**src/rtl/exec_branch_unit.sv**
```systemverilog
// Execute/branch slice of the 16-bit single-cycle CPU: PC register, ALU and branch comparator.
// Optional build macro PC_REL_BRANCH_EN makes branch targets relative to the branch's own PC.
module exec_branch_unit (
    input  logic        clk,
    input  logic        rst,
    input  logic [3:0]  alu_ctrl,
    input  logic [15:0] alu_a,
    input  logic [15:0] alu_b,
    input  logic [2:0]  jump_op,
    input  logic [15:0] cmp_a,
    input  logic [15:0] cmp_b,
    input  logic [15:0] target_in,
    output logic [15:0] pc_out,
    output logic [15:0] alu_result,
    output logic        alu_zero,
    output logic        branch_taken,
    output logic [15:0] branch_target
);

    logic [15:0] r_pc;
    logic [15:0] w_pc_next;
    logic [3:0]  w_shamt;
    logic        w_alu_slt;
    logic        w_alu_sltu;
    logic        w_cmp_eq;
    logic        w_cmp_lt;
    logic        w_cmp_ltu;

    assign w_shamt    = alu_b[3:0];
    assign w_alu_slt  = $signed(alu_a) < $signed(alu_b);
    assign w_alu_sltu = alu_a < alu_b;

    always_comb begin
        alu_result = 16'h0000;
        case (alu_ctrl)
            4'd0:    alu_result = alu_a + alu_b;
            4'd1:    alu_result = alu_a - alu_b;
            4'd2:    alu_result = alu_a & alu_b;
            4'd3:    alu_result = alu_a | alu_b;
            4'd4:    alu_result = alu_a ^ alu_b;
            4'd5:    alu_result = ~alu_a;
            4'd6:    alu_result = alu_a << w_shamt;
            4'd7:    alu_result = alu_a >> w_shamt;
            4'd8:    alu_result = $signed(alu_a) >>> w_shamt;
            4'd9:    alu_result = {15'd0, w_alu_slt};
            4'd10:   alu_result = {15'd0, w_alu_sltu};
            4'd11:   alu_result = alu_b;
            default: alu_result = 16'h0000;
        endcase
    end

    assign alu_zero = (alu_result == 16'h0000);

    assign w_cmp_eq  = (cmp_a == cmp_b);
    assign w_cmp_lt  = $signed(cmp_a) < $signed(cmp_b);
    assign w_cmp_ltu = cmp_a < cmp_b;

    always_comb begin
        branch_taken = 1'b0;
        case (jump_op)
            3'd1:    branch_taken = 1'b1;
            3'd2:    branch_taken = w_cmp_eq;
            3'd3:    branch_taken = ~w_cmp_eq;
            3'd4:    branch_taken = w_cmp_lt;
            3'd5:    branch_taken = ~w_cmp_lt;
            3'd6:    branch_taken = w_cmp_ltu;
            3'd7:    branch_taken = ~w_cmp_ltu;
            default: branch_taken = 1'b0;
        endcase
    end

`ifdef PC_REL_BRANCH_EN
    assign branch_target = r_pc + target_in;
`else
    assign branch_target = target_in;
`endif

    // Word-addressed PC; increment wraps silently at 16'hFFFF.
    assign w_pc_next = branch_taken ? branch_target : (r_pc + 16'd1);

    always_ff @(posedge clk) begin
        if (!rst) begin
            r_pc <= 16'h0000;
        end else begin
            r_pc <= w_pc_next;
        end
    end

    assign pc_out = r_pc;

endmodule

```
**config.mk**
```make
export PLATFORM = sky130hd
export DESIGN_NAME = exec_branch_unit
export DESIGN_NICKNAME = d
export VERILOG_FILES = /design/src/rtl/exec_branch_unit.sv
export SDC_FILE = /design/constraint.sdc
export NUM_CORES = 1
export LEC_CHECK = 0
export CAP_MARGIN = 5
export CORE_MARGIN = 4
export CORE_UTILIZATION = 55
export CTS_BUF_LIST = sky130_fd_sc_hd__clkbuf_8 sky130_fd_sc_hd__clkbuf_16
export DETAILED_ROUTE_END_ITERATION = 10
export PLACE_DENSITY = 0.87
export SLEW_MARGIN = 20
export SYNTH_ARGS = -nofsm -noshare
export SYNTH_HDL_FRONTEND = slang
export SYNTH_SLANG_ARGS = --single-unit
export TNS_END_PERCENT = 5
```
**constraint.sdc**
```tcl
create_clock -name clk -period 9.8 [get_ports clk]
set_input_delay 2.45 -clock clk [delete_from_list [all_inputs] [get_ports clk]]
set_output_delay 2.45 -clock clk [all_outputs]
set_load 0.01 [all_outputs]
```
# Yosys cells after proc, flatten, opt, wreduce, memory -nomap -nowiden
# Index checks and enable logic that the tools add are counted.
dict set report totals {
  out_inout_bits 50
  in_bits 89
  wordCells 42
  register_bits 16
}
dict set report classes {
  n_lt_le_gt_ge 4
  eq_ne 19
  n_bitwise 7
  reduce_logical 2
  mux 3
  shifts 3
  addsub 3
}
# op count
set op_table {}
lappend op_table {{16-bit case mux with 12 select lines} 1}
lappend op_table {{16-bit less-than comparator} 4}
lappend op_table {{16-bit by 1-bit adder with 16-bit output, second input constant} 1}
lappend op_table {{16-bit adder} 1}
lappend op_table {{16-bit bitwise AND} 1}
lappend op_table {{16-bit equality test} 1}
lappend op_table {{4-bit by 3-bit equality test with 1-bit output, second input constant} 4}
lappend op_table {{4-bit equality test, second input constant} 4}
lappend op_table {{16-bit logical NOT} 1}
lappend op_table {{16-bit two-way mux} 1}
lappend op_table {{16-bit NOT} 1}
lappend op_table {{16-bit bitwise OR} 1}
lappend op_table {{16-bit by 4-bit << shifter with 16-bit output} 1}
lappend op_table {{16-bit by 4-bit >> shifter with 16-bit output} 1}
lappend op_table {{16-bit by 4-bit >>> shifter with 16-bit output} 1}
lappend op_table {{16-bit subtractor} 1}
lappend op_table {{16-bit bitwise XOR} 1}
lappend op_table {{3-bit equality test, second input constant} 4}
lappend op_table {{4-bit by 2-bit equality test with 1-bit output, second input constant} 2}
lappend op_table {{1-bit case mux with 7 select lines} 1}
lappend op_table {{3-bit by 2-bit equality test with 1-bit output, second input constant} 2}
lappend op_table {{4-bit by 1-bit equality test with 1-bit output, second input constant} 1}
lappend op_table {{4-bit logical NOT} 1}
lappend op_table {{3-bit by 1-bit equality test with 1-bit output, second input constant} 1}
lappend op_table {{1-bit NOT} 3}

# Depth between registers and ports, before layout
# Gate-level depths: netlist of run 1.
dict set report logic_depth {
  depth_word 4
  mapped_depth 14
  mapped_depth_nobuf 12
}

# Worst setup path before layout of run 1
# OpenSTA, ideal clock, no wires.
dict set report synth_timing {
  path_kind {input to output}
  startpoint {input port alu_b[1]}
  endpoint {output port alu_zero}
  required_ns 7.350
  setup_slack_ns 1.313
  cell_stages 13
  path_buffers 2
  arrival_ns 6.037
  path_cell_list {buf_6 -> inv_1 -> buf_1 -> ha_1 -> nor2_1 -> o311ai_0 -> mux2_2 -> nor4_1 -> o211ai_1 -> or4_1 -> or4_1 -> or4_1 -> nor4_2}
}
dict set report synth_between {
  elab_chain_len 3
  word_cells_on_any_way 12
  cone_classes {2 x add/sub; 2 x order compare; 3 x shift; 1 x mux; 3 x bitwise; 1 x reduce/logical}
}
# element line_no
set synth_rtl {}
lappend synth_rtl {{start: declaration} 8} ;# input logic [15:0] alu_b,
lappend synth_rtl {{16-bit subtractor (tied with other cells)} 37} ;# 4'd1: alu_result = alu_a - alu_b;
lappend synth_rtl {{16-bit case mux with 12 select lines (*)} 35} ;# case (alu_ctrl)
lappend synth_rtl {{named net alu_result[5]} 14} ;# output logic [15:0] alu_result,
lappend synth_rtl {{16-bit logical NOT (*)} 52} ;# assign alu_zero = (alu_result == 16'h0000);
lappend synth_rtl {{end: declaration} 15} ;# output logic alu_zero,
# Mark *: on every way through the listed nets, which the timed path passes. The rest lies on a longest branch.

# Worst setup path after layout of run 1
dict set report layout_timing {
  startpoint {input port alu_ctrl[3]}
  endpoint {output port alu_zero}
}
dict set report layout_between {
  elab_chain_len 3
  word_cells_on_any_way 14
  cone_classes {11 x eq/ne; 1 x mux; 2 x reduce/logical}
}
# element line_no
set layout_rtl {}
lappend layout_rtl {{start: declaration} 6} ;# input logic [3:0] alu_ctrl,
lappend layout_rtl {{4-bit equality test (tied with other cells)} 35}
lappend layout_rtl {{16-bit case mux with 12 select lines (*)} 35}
lappend layout_rtl {{16-bit logical NOT (*)} 52}
# Mark *: on every way between the ends. The rest lies on a longest branch, timed or not.

==> results of run 1 <==
## metal layers
layer / up-vias / share of wire
met3: 110 / 0.12
li1: 3330 / -
met1: 3367 / 0.38
met4: 0 / 0.057
met5: - / 0
met2: 504 / 0.45
## where the power goes
| part | switching (mW) | internal (mW) | total [mW] |
|---|---|---|---|
| Clock | 0.0222 | 0.0272 | 0.0494 |
| Sequential | 0.00929 | 0.0726 | 0.0819 |
| Combinational | 0.208 | 0.184 | 0.392 |
| Total | 0.239 | 0.284 | 0.523 |
## cells by family after synthesis
kind of cell             count (synthesis)  share of synthesized area
buffers and inverters                  144                      0.111
XOR/XNOR                                17                     0.0246
AO/OA/AOI/OAI                          256                      0.286
AND/OR/NAND/NOR                        273                      0.243
adder cells (fa/ha/maj)                 71                      0.149
flip-flops                              16                     0.0530
multiplexers                            51                      0.133
## per-stage QoR
| step | instance area (um2) | hold slack [ps] |
|---|---|---|
| 3_5_place_dp | 7590 | 640 |
| 5_1_grt | 7630 | 668 |
| 2_1_floorplan | 6050 | 644 |
| 4_1_cts | 7630 | 659 |
| 6_report | 7630 | 654 |
| 3_3_place_gp | 7590 | 618 |
## cells in the mapped netlist (all sizes together) (9+ instances only)
master and count:
clkbuf 38, a21o 11, nor2 53, a211oi 12
mux4 21, mux2 9, inv 64, o21ai 46
nor3 45, nand3 22, o211ai 12, mux2i 21
o22ai 12, xnor2 13, nand2b 18, ha 69
buf 42, nor4 9, dfxtp 16, nand2 55
o31ai 10, a21oi 64, nor2b 9
## worst max-delay path, delay by kind of cell
kind,cells,cell delay [ps]
and+or+nand+nor,7,2400
buffers and inverters,2,1430
AOI/OAI and AO/OA,2,730
## final timing paths
check | startpoint | end | slack (ps) | cells after the start
worst min register to register | pc_out[15] | pc_out[15] | 650 | 3
worst max register to register | pc_out[2] | pc_out[14] | 7980 | 8
worst min-delay path | pc_out[15] | pc_out[15] | 650 | 3
worst max-delay path | alu_ctrl[3] | alu_zero | 330 | 11
## cell type report
cell class | count | area [um2] | share of cell area
Clock buffer | 3 | 41.3 | 0.00541
Timing Repair Buffer | 191 | 1770 | 0.232
Sequential cell | 16 | 320 | 0.0420
Inverter | 64 | 240 | 0.0315
Tap cell | 140 | 175 | 0.0229
Multi-Input combinational cell | 668 | 5080 | 0.666
## cells in the final DEF, fill, tap and decap left out, drive strengths merged, types with 6 or more instances in the layout
| master | count |
|---|---|
| xnor2 | 13 |
| o22ai | 12 |
| mux2i | 21 |
| nor2b | 9 |
| clkdlybuf4s50 | 137 |
| o21bai | 7 |
| nor4 | 9 |
| dfxtp | 16 |
| ha | 69 |
| a21oi | 64 |
| o22a | 6 |
| or4 | 8 |
| a211oi | 12 |
| mux2 | 9 |
| o211ai | 12 |
| nor2 | 53 |
| inv | 64 |
| a21o | 11 |
| nand3 | 22 |
| a22oi | 8 |
| o21ai | 46 |
| nor3 | 45 |
| a221oi | 7 |
| nand2b | 18 |
| mux4 | 21 |
| a31oi | 7 |
| and2 | 7 |
| nor4b | 6 |
| buf | 54 |
| nand2 | 55 |
| o31ai | 10 |
| nand4 | 8 |
==> run summary, run 1 <==
DRC violations left: 0
Final core occ: 0.707
Hold Vio Cnt, Final: 0
Grt met1 use: 0.439
PortBufs: 138
# H-tree levels: 1
Initial core utilization: 0.560
Syn Nets: 988
Setup_tns: 0 ps
Slowest stage cell, crit path: clkdlybuf4s50_1
Core Rows: 38
Core area: 10800 um2
CTS tree: done
P_leak: 3.23 nW
Number of global-route vias before repair: 6887
GR Util met3: 0.0829
Startpoint types: input port
Cells after DPL: 1079
WL final: 23900 um
Chip height: 113 um
Crit path cell chain: clkdlybuf4s50_1 -> and4b_1 -> nor2_1 -> nor2_1 -> a211oi_1 -> o211ai_1 -> or4_1 -> or4_1 -> or4_1 -> nor4_2 -> clkdlybuf4s50_1
Top Ports: 139
Hold buffer count at cts: 0
Vias per inst: 6.76
Nets: 1104
Routed length per instance: 22.0 um
Post-synth top area share: 0.143
Clk slew on worst S/H paths: 60 ps
Synthesized flop and latch total: 16
Post-CTS setup buffers: 0
Area growth from synthesis to layout: 26.3%
Peak supply drop: 0.0878 mV
CTS Buffer Depth: 2
Crit. End Element: primary output
Synthesized cell area: 6050 um2
Worst slew pin tran: 1110 ps
Most utilized layer in the global route result: met2
Initial DRC count: 700
Congestion Overflow GR: 0
RSZ-0062 raised after global routing: no
Pwr per Cell Area: 68.6 nW/um2
GRT Overall Usage: 0.352
Max reg flops: 16
Post-synth EDFFs: 0
First-pass GRT wire length: 36300 um
Crit path required time: 7350 ps
Ys flop type: dfxtp_1
Fill count: 909
YS warnings: 0
# setup viols final: 0
Number of CTS-inserted buffers: 3
Worst slack at placement: 413 ps
Met2 usage: 0.573
Worst min path class: register to register
Rel. slew slack: 0.260
GPL Wtd Cong: 1.05
Synth unique cells: 83
Top post-synthesis cells by area: ha_1 14%, mux4_2 6.3%, a21oi_1 5.3%, dfxtp_1 5.3%, inv_1 3.9%
Minimum clock period: 9470 ps
CP Max Fanout: 14
Via Count: 7311
# Max-Cap Violations: 0
Hpwl dp: 18700 um
Clock Sinks: 16
Root buf cell: clkbuf_8
Seq/Total Area, Yosys: 0.0530
Mean post-synth cell area: 7.30 um2
Cell Count, Final, Fillers Out: 1082
Chip width: 113 um
Final Max Tran Viols: 0
Die footprint: 12700 um2
Initial antenna violation count: 0
Largest net degree at the start of global routing: 38
Clock Latency Late Sink: 250 ps
Fraction of layout cells with a size suffix above 1: 0.113
Syn Inst Count: 828
Largest stage delay on the critical path: 860 ps
Asr flop ratio synth: 0
1st-pass router iterations: 5
Crit path DAT: 7020 ps
Post-cts repair resize count: 0
Fin Clk Skew: 1.83 ps
Final ANT Viol Nets: 0
Diode count: 0
Crit share post-route: 0.967
Cell mode on critical path: or4_1
Final worst slack: 327 ps
Fmax: 106 MHz
Kind of critical path: input port to primary output
Status: finished, final reports clean
Synth area leader: ha_1
Overall power: 0.523 mW
(Power assumes the default switching activity.)
==> run 2, diff against run 1 <==
Settings changed: PLACE_DENSITY 0.87 to 0.83.
==> run summary, run 2 (synthesis gave the netlist of run 1 again) <==
CTS tree: done
Chip height: 113 um
CTS Buffer Depth: 2
WL final: 24000 um
First-pass GRT wire length: 37300 um
Core area: 10800 um2
Hpwl dp: 18700 um
Root buf cell: clkbuf_8
Initial core utilization: 0.560
Final instance area: 7640 um2
Via Count: 7389
Diode count: 0
Peak supply drop: 0.0686 mV
Number of CTS-inserted buffers: 3
Nets: 1104
Hold Vio Cnt, Final: 0
Commonest non-fill, non-tap cell in the layout: clkdlybuf4s50_1
# H-tree levels: 1
Congestion Overflow GR: 0
Fin Clk Skew: 1.06 ps
Post-cts repair resize count: 0
Final ANT Viol Nets: 0
Initial DRC count: 846
Area growth from synthesis to layout: 26.4%
Kind of critical path: input port to primary output
Max reg flops: 16
Status: finished, final reports clean
PortBufs: 138
Die footprint: 12700 um2
Dpl cell area: 7600 um2
Post-CTS setup buffers: 0
Crit path DAT: 7100 ps
Core Rows: 38
Startpoint types: input port
Routed length per instance: 22.2 um
Fmax: 105 MHz
# setup viols final: 0
Crit path required time: 7350 ps
GPL Wtd Cong: 1.07
DRC violations left: 0
Clock Sinks: 16
Crit. End Element: primary output
CP Max Fanout: 3
# Max-Cap Violations: 0
Crit share post-route: 0.974
GRT Overall Usage: 0.356
Cell Count, Final, Fillers Out: 1082
Most frequent cells in the layout: 137 x clkdlybuf4s50_1, 69 x ha_1, 64 x a21oi_1
1st-pass router iterations: 8
Largest net degree at the start of global routing: 47
Final Max Tran Viols: 0
Fraction of layout cells with a size suffix above 1: 0.111
Worst slew pin tran: 1120 ps
P_leak: 3.24 nW
Overall power: 0.526 mW
Fill count: 892
Clock Latency Late Sink: 250 ps
Cells after DPL: 1079
Hold buffer count at cts: 0
Chip width: 113 um
Vias per inst: 6.83
Number of global-route vias before repair: 6970
Worst min path class: register to register
Initial antenna violation count: 0
Clk slew on worst S/H paths: 60 ps
RSZ-0062 raised after global routing: no
Rel. slew slack: 0.246
Pwr per Cell Area: 68.8 nW/um2
Top Ports: 139
Setup_tns: 0 ps
Minimum clock period: 9550 ps
run 2: cell counts in the layout (fill, tap and decap cells not counted):
Identical to the previous run, type by type.
run 2: final cells by class:
cell class / count / area [um2] / share of cell area
repair buffers: 191 / 1790 / 0.234
multi-input cells: 668 / 5080 / 0.665
inverters: 64 / 240 / 0.0314
clock buffers: 3 / 41.3 / 0.00540
flip-flops and latches: 16 / 320 / 0.0419
well taps: 140 / 175 / 0.0229
run 2: metrics by stage:
stage	utilization	setup slack (ps)	hold slack [ps]
global placement	0.704	420	608
CTS	0.708	277	656
global route	0.708	38.5	692
floorplan	-	1310	644
detailed placement	0.704	338	647
finish	0.708	253	658
run 2: per-layer routing:
layer	vias to the layer above	routed length, um	track usage
met2	517	10900	0.583
met5	-	0	0
met1	3440	9250	0.456
met3	106	2630	0.0668
met4	0	1240	0.156
li1	3326	-	-
run 2: critical path, cell delays in order:
cell and delay, ps:
clkdlybuf4s50_1 480, inv_1 70, ha_1 230, fa_1 440, nor3_1 280, buf_4 170
o31ai_1 100, a2111oi_0 540, o22a_1 270, mux2i_1 190, nand3_1 130, or4_1 600
or4_1 440, nor4_2 140, clkdlybuf4s50_1 570
run 2: final timing paths:
| kind | start | end | slack (ps) | cells past startpoint |
|---|---|---|---|---|
| worst max-delay path | alu_a[0] | alu_zero | 250 | 15 |
| worst min register to register | pc_out[12] | pc_out[12] | 660 | 3 |
| worst min-delay path | pc_out[12] | pc_out[12] | 660 | 3 |
| worst max register to register | pc_out[2] | pc_out[14] | 7980 | 8 |
run 2: report_power, final:
group / total [mW] / internal, mW / switching (mW)
sequential: 0.0822 / 0.0726 / 0.00959
combinational: 0.393 / 0.184 / 0.209
clock: 0.0503 / 0.0273 / 0.0230
total: 0.526 / 0.284 / 0.242
